<file path="src/rtl/serdes_rx_link_ctrl.sv">
// -----------------------------------------------------------------------------
// serdes_rx_link_ctrl
//
// Receive-side link controller for an MSB-first serial lane. Hunts for the
// sync word on every bit, verifies it on a word grid until LOCK_COUNT
// consecutive sync words are seen, then emits aligned data words. Sync words
// in the locked stream are idle fill and are dropped. SYNC_GAP consecutive
// non-sync words while locked drop the link back to hunting.
//
// Ports:
//   clock_in      in   bit-rate clock, rising edge
//   reset_n       in   synchronous active-low reset
//   din           in   serial data, MSB of each word first
//   enable        in   low forces the controller back to HUNT
//   dout          out  last aligned data word (WIDTH bits)
//   dout_valid    out  one-cycle strobe when dout carries a new word
//   locked        out  high while in LOCKED
//   state         out  current state: 0 HUNT, 1 VERIFY, 2 LOCKED
//   lock_loss_cnt out  saturating count of LOCKED->HUNT gap losses
//
// Output handshake: dout_valid is a pure strobe with no ready/back-pressure.
// The consumer must take dout in the cycle dout_valid is high; dout itself
// holds its value until the next strobe.
// -----------------------------------------------------------------------------
module serdes_rx_link_ctrl #(
  parameter int                 WIDTH      = 8,
  parameter int                 LOG_WIDTH  = 3,
  parameter logic [WIDTH-1:0]   SYNC_WORD  = 8'hBC,
  parameter int                 LOCK_COUNT = 4,
  parameter int                 SYNC_GAP   = 16
) (
  input  logic             clock_in,
  input  logic             reset_n,
  input  logic             din,
  input  logic             enable,
  output logic [WIDTH-1:0] dout,
  output logic             dout_valid,
  output logic             locked,
  output logic [1:0]       state,
  output logic [7:0]       lock_loss_cnt
);

  localparam int GOOD_W = $clog2(LOCK_COUNT + 1);
  localparam int GAP_W  = $clog2(SYNC_GAP + 1);

  localparam logic [1:0] ST_HUNT   = 2'd0;
  localparam logic [1:0] ST_VERIFY = 2'd1;
  localparam logic [1:0] ST_LOCKED = 2'd2;

  localparam logic [LOG_WIDTH-1:0] LAST_BIT   = LOG_WIDTH'(WIDTH - 1);
  localparam logic [GOOD_W-1:0]    LOCK_CNT_C = GOOD_W'(LOCK_COUNT);
  localparam logic [GAP_W-1:0]     GAP_C      = GAP_W'(SYNC_GAP);

  logic [WIDTH-1:0]     r_shreg;
  logic [LOG_WIDTH-1:0] r_bit_cnt;
  logic [GOOD_W-1:0]    r_good_cnt;
  logic [GAP_W-1:0]     r_gap_cnt;
  logic [1:0]           r_state;
  logic [WIDTH-1:0]     r_dout;
  logic                 r_dout_valid;
  logic                 r_locked;
  logic [7:0]           r_lock_loss_cnt;

  // Word as it will look after this edge's shift; judging on this lets a word
  // be acted on at the same edge that samples its last bit.
  logic [WIDTH-1:0]     w_nxt;
  logic                 w_is_sync;
  logic                 w_word_edge;
  logic [LOG_WIDTH-1:0] w_bit_next;
  logic [GOOD_W-1:0]    w_good_inc;
  logic [GAP_W-1:0]     w_gap_inc;

  assign w_nxt       = {r_shreg[WIDTH-2:0], din};
  assign w_is_sync   = (w_nxt == SYNC_WORD);
  assign w_word_edge = (r_bit_cnt == LAST_BIT);
  assign w_bit_next  = w_word_edge ? '0 : r_bit_cnt + LOG_WIDTH'(1);
  assign w_good_inc  = r_good_cnt + GOOD_W'(1);
  assign w_gap_inc   = r_gap_cnt + GAP_W'(1);

  always_ff @(posedge clock_in) begin
    if (!reset_n) begin
      r_shreg         <= '0;
      r_bit_cnt       <= '0;
      r_good_cnt      <= '0;
      r_gap_cnt       <= '0;
      r_state         <= ST_HUNT;
      r_dout          <= '0;
      r_dout_valid    <= 1'b0;
      r_locked        <= 1'b0;
      r_lock_loss_cnt <= '0;
    end else begin
      // The deserializer shift is free-running, independent of state/enable.
      r_shreg      <= w_nxt;
      r_dout_valid <= 1'b0;

      if (!enable) begin
        // Administrative drop: not counted as a lock loss, dout is kept.
        r_state    <= ST_HUNT;
        r_bit_cnt  <= '0;
        r_good_cnt <= '0;
        r_gap_cnt  <= '0;
        r_locked   <= 1'b0;
      end else begin
        case (r_state)
          ST_HUNT: begin
            // Bit-by-bit search; a match fixes the word boundary here.
            if (w_is_sync) begin
              r_state    <= ST_VERIFY;
              r_bit_cnt  <= '0;
              r_good_cnt <= GOOD_W'(1);
            end
          end

          ST_VERIFY: begin
            r_bit_cnt <= w_bit_next;
            if (w_word_edge) begin
              if (w_is_sync) begin
                r_good_cnt <= w_good_inc;
                if (w_good_inc == LOCK_CNT_C) begin
                  r_state   <= ST_LOCKED;
                  r_locked  <= 1'b1;
                  r_gap_cnt <= '0;
                end
              end else begin
                // Bad word on the grid: boundary was false, start over.
                r_state    <= ST_HUNT;
                r_good_cnt <= '0;
              end
            end
          end

          ST_LOCKED: begin
            r_bit_cnt <= w_bit_next;
            if (w_word_edge) begin
              if (w_is_sync) begin
                r_gap_cnt <= '0;
              end else if (w_gap_inc >= GAP_C) begin
                // Too long without idle fill: assume alignment is gone and
                // discard this word rather than emit possibly misaligned data.
                r_state    <= ST_HUNT;
                r_locked   <= 1'b0;
                r_gap_cnt  <= '0;
                r_good_cnt <= '0;
                if (r_lock_loss_cnt != 8'hFF) begin
                  r_lock_loss_cnt <= r_lock_loss_cnt + 8'd1;
                end
              end else begin
                r_dout       <= w_nxt;
                r_dout_valid <= 1'b1;
                r_gap_cnt    <= w_gap_inc;
              end
            end
          end

          default: begin
            r_state    <= ST_HUNT;
            r_bit_cnt  <= '0;
            r_good_cnt <= '0;
            r_gap_cnt  <= '0;
            r_locked   <= 1'b0;
          end
        endcase
      end
    end
  end

  assign dout          = r_dout;
  assign dout_valid    = r_dout_valid;
  assign locked        = r_locked;
  assign state         = r_state;
  assign lock_loss_cnt = r_lock_loss_cnt;

endmodule
</file>
<file path="config.mk">
export PLATFORM = sky130hd
export DESIGN_NAME = serdes_rx_link_ctrl
export DESIGN_NICKNAME = d
export VERILOG_FILES = /design/src/rtl/serdes_rx_link_ctrl.sv
export SDC_FILE = /design/constraint.sdc
export NUM_CORES = 1
export LEC_CHECK = 0
export BUFFER_PORTS_ARGS = -buffer_cell sky130_fd_sc_hd__buf_2
export CORE_AREA = 4 4 62 78
export DETAILED_ROUTE_END_ITERATION = 7
export DIE_AREA = 0 0 66 82
export GPL_TIMING_DRIVEN = 0
export HOLD_SLACK_MARGIN = 0.1
export PLACE_DENSITY_LB_ADDON = 0.05
export SLEW_MARGIN = 25
export SYNTH_ARGS = -nofsm -noshare
export SYNTH_HDL_FRONTEND = slang
export SYNTH_SLANG_ARGS = --single-unit
</file>
<file path="constraint.sdc">
create_clock -name clock_in -period 5 [get_ports clock_in]
set_input_delay 0.75 -clock clock_in [delete_from_list [all_inputs] [get_ports clock_in]]
set_output_delay 0.75 -clock clock_in [all_outputs]
set_load 0.005 [all_outputs]
</file>
==> results of run 1 <==
[per-stage QoR]
step | hold WS, ns | util [%]
after floorplan | 0.4478 | -
after global placement | 0.4623 | 48.25
after detailed placement | 0.4769 | 48.25
after CTS | 0.4866 | 50.28
after global routing | 0.5143 | 50.28
final | 0.4830 | 50.28
[path summary, 6_finish.rpt]
check | start | to | slack [ns] | depth (start not counted)
setup reg to reg | r_bit_cnt[0]$_SDFFE_PN0P_ | lock_loss_cnt[7]$_SDFFE_PN0P_ | 2.92 | 6
setup / recovery | r_bit_cnt[0]$_SDFFE_PN0P_ | lock_loss_cnt[7]$_SDFFE_PN0P_ | 2.92 | 6
hold / removal | r_bit_cnt[2]$_SDFFE_PN0P_ | r_bit_cnt[2]$_SDFFE_PN0P_ | 0.48 | 2
hold reg to reg | r_bit_cnt[2]$_SDFFE_PN0P_ | r_bit_cnt[2]$_SDFFE_PN0P_ | 0.48 | 2
[kinds of logic after synthesis]
kind of cell | after synthesis | synth area share (%)
AND/OR/NAND/NOR | 81 | 26.90
flip-flops | 38 | 42.82
AO/OA/AOI/OAI | 30 | 11.69
multiplexers | 11 | 6.197
buffers and inverters | 10 | 2.183
adder cells (fa/ha/maj) | 9 | 6.338
XOR/XNOR | 7 | 3.873
[cell usage after synthesis (all sizes together) (2+ instances only)]
cell type	count	area [um^2]
a21oi	10	50.05
and2	9	56.30
buf	2	8.750
clkbuf	3	11.26
dfxtp	38	760.7
ha	9	112.6
inv	5	18.77
mux2i	11	110.1
nand2	10	37.54
nand2b	2	12.51
nand3	15	80.08
nand4	2	12.51
nor2	21	78.83
nor3	3	15.01
nor4	4	25.02
o211ai	4	30.03
o21ai	6	30.03
o31ai	4	30.03
or3	2	17.52
or4	3	22.52
xnor2	5	43.79
xor2	2	25.03
[registers in the layout, indices dropped and copies added (netlist names), 2 cells and up]
| name | count |
|---|---|
| dout | 8 |
| lock_loss_cnt | 8 |
| r_bit_cnt | 3 |
| r_gap_cnt | 5 |
| r_good_cnt | 3 |
| r_shreg | 7 |
| state | 2 |
[final cells by class]
cell class / instances / area, um^2 / area share [%]
buffer: 5 / 20.02 / 0.9792
timing repair buffer: 23 / 115.1 / 5.630
clock buffer: 6 / 82.58 / 4.039
inverter: 5 / 18.77 / 0.9180
tap: 56 / 70.07 / 3.427
multi-input combinational: 138 / 977.2 / 47.80
sequential: 38 / 760.7 / 37.21
[where the power goes]
group          switching [mW]  total (mW)  leakage (nW)  internal, mW
registers             0.00150       0.305         0.306         0.304
clock network          0.0961       0.202        0.0431         0.106
logic                 0.00737      0.0110         0.539       0.00363
[layer usage]
layer / vias up / GRT usage (%) / routed length, um
li1: 726 / - / -
met1: 675 / 16.62 / 1583
met2: 23 / 27.88 / 1899
met3: 5 / 3.694 / 122
met4: 0 / 6.098 / 65
met5: - / 0 / 0
[critical path, delay by kind of cell (launching register included)]
kind	cells	cell delay, ns
and+or+nand+nor	2	0.90
adders and majority gates	2	0.42
DFF	1	0.37
AOI/OAI and AO/OA	2	0.34
==> results.py, run 1 <==
metrics = {
    "worst_setup_path": {
        "required_ns": 5.22,
        "critPathKind": "reg -> reg",
        "worstSetupEndpointType": "flop",
        "cpPeakStageDelay_ns": 0.48,
        "crit_path_max_fanout": 6,
        "path_common_cell": "ha_1",
        "slowest_stage": "or4_1",
        "crit_chain": "ha_1, ha_1, o2111ai_4, or3_4, or4_1, a21oi_1",
        "arrival_ns": 2.30,
        "critPathLaunchType": "flop",
    },
    "finish": {
        "antenna_cells": 0,
        "fillers": 418,
        "drive_gt1_share_pct": 17.21,
        "final_common_cell": "dfxtp_1",
        "stdcell_area_um2": 2044,
        "area_growth_pct": 15.07,
        "layout_common_cells": "dfxtp_1, buf_2, nor2_1",
        "final_cells": 271,
        "layout.nets": 229,
    },
    "grt": {
        "grt_max_degree": 11,
        "first_global_vias": 1376,
        "grt_antenna_before_repair": 0,
        "grt_pass1_wl_um": 6320,
        "grt-ovfl-total": 0,
        "track_usage_pct": 15.20,
    },
    "floorplan": {
        "top_level_ports": 24,
        "placement_rows": 26,
        "initial_utilization_pct": 43.69,
        "fp.dieArea_um2": 5412,
        "dieHeight_um": 82,
        "core_um2": 4066,
        "die_w_um": 66,
    },
    "pwr": {
        "p_per_area_nw_per_um2": 253.7,
        "power_uw": 518.6,
        "p_leak_nw": 0.8885,
        "vdd.ir_drop.worst_uv": 175.0,
    },
    "placed_design": {
        "dp.cells": 265,
        "io_buffers": 23,
        "hpwl_um": 2834,
        "dpl_worst_slack_ns": 2.642,
        "place_congestion": 0.7891,
        "dpl_cell_area_um2": 1962,
    },
    "routing": {
        "antenna_left": 0,
        "drtPass1Iterations": 4,
        "viasPerCell": 5.273,
        "drc_errors": 0,
        "via_count": 1429,
        "drtIter0Drc": 21,
        "wl_per_cell_um": 13.55,
        "wirelength_um": 3671,
    },
    "synthesis": {
        "yosysSeqAreaShare_pct": 42.82,
        "synth_seq_cells": 38,
        "yosys_most_used_dff": "dfxtp_1",
        "ys_async_sr_fraction_pct": 0,
        "synth_warnings": 0,
        "synth.avg_cell_area_um2": 9.552,
        "synth_cell_types": 43,
        "syn_nets": 199,
        "synthesis.area_um2": 1777,
        "synthCells": 186,
        "synth_edf_count": 0,
    },
    "timing": {
        "rsz0062_at_grt": "no",
        "clock.fmax_mhz": 480.7,
        "finalCriticalPeriod_ns": 2.081,
        "finalHoldViolCount": 0,
        "report.final.slew_viol_count": 0,
        "finalSetupTns_ns": 0,
        "relSlewSlack_pct": 65.84,
        "layout_setup_ws_ns": 2.919,
        "period_share_pct": 41.61,
        "setup_viol": 0,
        "clock-skew-final_ns": 0.003710,
        "worstMarginPinSlew_ns": 0.5070,
    },
    "clock_tree": {
        "cts_root_buf": "clkbuf_8",
        "cts_resized": 0,
        "clock_path_buffers": 2,
        "clock_latency_ns": 0.29,
        "clk_pin_slew_ns": 0.07,
        "ctsHoldBuffers": 0,
        "cts.sinks": 38,
        "cts-buffers-inserted": 5,
        "cts_tree": "done",
        "postCtsSetupBuffers": 0,
        "h-tree-depth": 2,
    },
    "job": {
        "max_cap_violations": 0,
    },
    "worst_hold_path": {
        "min_path_type": "reg -> reg",
    },
    "status": {
        "status": "complete, no violations",
    },
}
No activity file was read; power rests on OpenSTA's default activity.
==> inputs of run 2 (changes only) <==
==> constraint.sdc (replaced) <==
create_clock -name clock_in -period 1.8 [get_ports clock_in]
set_input_delay 0.27 -clock clock_in [delete_from_list [all_inputs] [get_ports clock_in]]
set_output_delay 0.27 -clock clock_in [all_outputs]
set_load 0.005 [all_outputs]
==> results.py, run 2 (same netlist as run 1, synthesis figures left out) <==
metrics = {
    "pwr": {
        "p_leak_nw": 0.9740,
        "pwr-share-comb_pct": 2.1,
        "swShare_pct": 23.25,
        "power_frac_seq_pct": 57.8,
        "intPower_mw": 1.123,
        "vdd.ir_drop.worst_uv": 575.7,
        "power.share.clock_pct": 40.1,
        "p_per_area_nw_per_um2": 628.4,
        "switchingPower_uw": 340.0,
    },
    "clock_tree": {
        "cts-buffers-inserted": 5,
        "ctsHoldBuffers": 0,
        "cts.sinks": 38,
        "clk_pin_slew_ns": 0.08,
        "cts_tree": "done",
        "clock_path_buffers": 2,
        "cts_root_buf": "clkbuf_8",
        "h-tree-depth": 2,
        "clock_latency_ns": 0.29,
    },
    "grt": {
        "first_global_vias": 1496,
        "grt_use_met2_pct": 29.59,
        "use_met1_pct": 17.75,
        "grt_pass1_wl_um": 6817,
        "grt-ovfl-total": 0,
        "grt_busiest_layer": "met2",
        "grt_antenna_before_repair": 0,
        "grt_max_degree": 14,
        "track_usage_pct": 16.26,
        "gr-usage-met3_pct": 3.830,
    },
    "routing": {
        "drc_errors": 0,
        "viasPerCell": 5.264,
        "wirelength_um": 4105,
        "drtPass1Iterations": 4,
        "via_count": 1495,
        "antenna_left": 0,
        "drtIter0Drc": 56,
        "wl_per_cell_um": 14.45,
    },
    "worst_setup_path": {
        "worstSetupEndpointType": "flop",
        "required_ns": 2.02,
        "critPathKind": "reg -> reg",
        "crit_path_max_fanout": 4,
        "arrival_ns": 2.03,
        "critPathLaunchType": "flop",
    },
    "finish": {
        "layout.nets": 240,
        "drive_gt1_share_pct": 36.84,
        "final_cells": 284,
        "final_common_cell": "dfxtp_1",
        "fillers": 394,
        "layout_common_cells": "dfxtp_1, buf_2, nor2_1",
        "area_growth_pct": 30.99,
        "multi_input_area_um2": 1142,
        "stdcell_area_um2": 2327,
        "regArea_um2": 782.0,
        "antenna_cells": 0,
    },
    "floorplan": {
        "fp.dieArea_um2": 5412,
        "initial_utilization_pct": 43.69,
        "placement_rows": 26,
        "dieHeight_um": 82,
        "die_w_um": 66,
        "top_level_ports": 24,
        "core_um2": 4066,
    },
    "timing": {
        "relSlewSlack_pct": 71.64,
        "period_share_pct": 100.2,
        "finalHoldViolCount": 0,
        "worstMarginPinSlew_ns": 0.4210,
        "setup_viol": 2,
        "finalCriticalPeriod_ns": 1.804,
        "clock.fmax_mhz": 554.4,
        "layout_setup_ws_ns": -0.003862,
        "rsz0062_at_grt": "yes",
        "clock-skew-final_ns": 0.003506,
        "report.final.slew_viol_count": 0,
    },
    "status": {
        "violations": "setup timing",
        "status": "complete, but fails checks",
    },
    "placed_design": {
        "dpl_cell_area_um2": 1984,
        "dp.cells": 265,
        "place_congestion": 0.8647,
        "io_buffers": 23,
        "hpwl_um": 2902,
    },
    "worst_hold_path": {
        "min_path_type": "in -> reg",
    },
    "job": {
        "max_cap_violations": 0,
    },
}
[run 2: cell types whose count changed in the layout (fill, tap and decap cells not counted), moves of 2 or more]
cell	change
buf_4	+13
ha_4	+5
dfxtp_1	-13
ha_1	-7
dfxtp_4	+2
o31ai_1	-2
dfxtp_2	+11
ha_2	+2
[run 2: worst paths after layout]
check                       startpoint                            end  slack, ns  cells after the start
min reg2reg        locked$_SDFFE_PN0P_            locked$_SDFFE_PN0P_       0.49                      2
min                                din          r_shreg[0]$_SDFF_PN0_       0.23                      2
max          r_bit_cnt[0]$_SDFFE_PN0P_  lock_loss_cnt[7]$_SDFFE_PN0P_     -0.004                      6
max reg2reg  r_bit_cnt[0]$_SDFFE_PN0P_  lock_loss_cnt[7]$_SDFFE_PN0P_     -0.004                      6
[run 2: layout make-up]
cell class	count	share of cell area, %
well taps	56	3.011
plain buffers	3	0.4839
clock buffers	5	2.957
inverters	5	0.8065
multi-input cells	138	49.09
clock inverters	3	0.9140
flip-flops and latches	38	33.60
repair buffers	36	9.140
[run 2: timing repair]
| item | CTS | global route |
|---|---|---|
| setup endpoints to repair | 18 | 17 |
| gates cloned | 0 | 0 |
| buffers inserted | 12 | 1 |
| pin swaps | 9 | 3 |
| resized for setup | 28 | 11 |
[run 2: critical path, stage by stage (launching register included)]
cell       delay, ns
dfxtp_2         0.36
ha_4            0.15
ha_4            0.16
o2111ai_4       0.11
or3_4           0.42
or4_4           0.42
a21oi_2         0.12
[run 2: stage by stage]
step	worst slack [ns]	utilization (%)	hold slack, ns	setup TNS, ns	total power [mW]
after floorplan	0.01714	-	0.3917	0	0.8848
after global placement	-0.1607	48.80	0.4517	-0.5004	0.8970
after detailed placement	-0.2082	48.80	0.4609	-1.144	0.8984
after CTS	-0.009711	56.00	0.2183	-0.01450	1.485
after global routing	-0.07068	57.23	0.2249	-0.3149	1.525
final	-0.003862	57.23	0.2339	-0.003977	1.463
[run 2: layer usage]
metal	vias to the layer above	wire, um
met3	8	115
met4	0	68
met2	28	2153
met1	705	1768
met5	-	0
li1	754	-
[run 2: power by group through the flow]
stage / registers [mW] / logic [mW] / clock network [mW]
2_1_floorplan: 0.866 / 0.0185 / 0
3_3_place_gp: 0.867 / 0.0298 / 0
3_5_place_dp: 0.867 / 0.0309 / 0
4_1_cts: 0.845 / 0.0310 / 0.609
5_1_grt: 0.846 / 0.0344 / 0.645
6_report: 0.845 / 0.0307 / 0.587
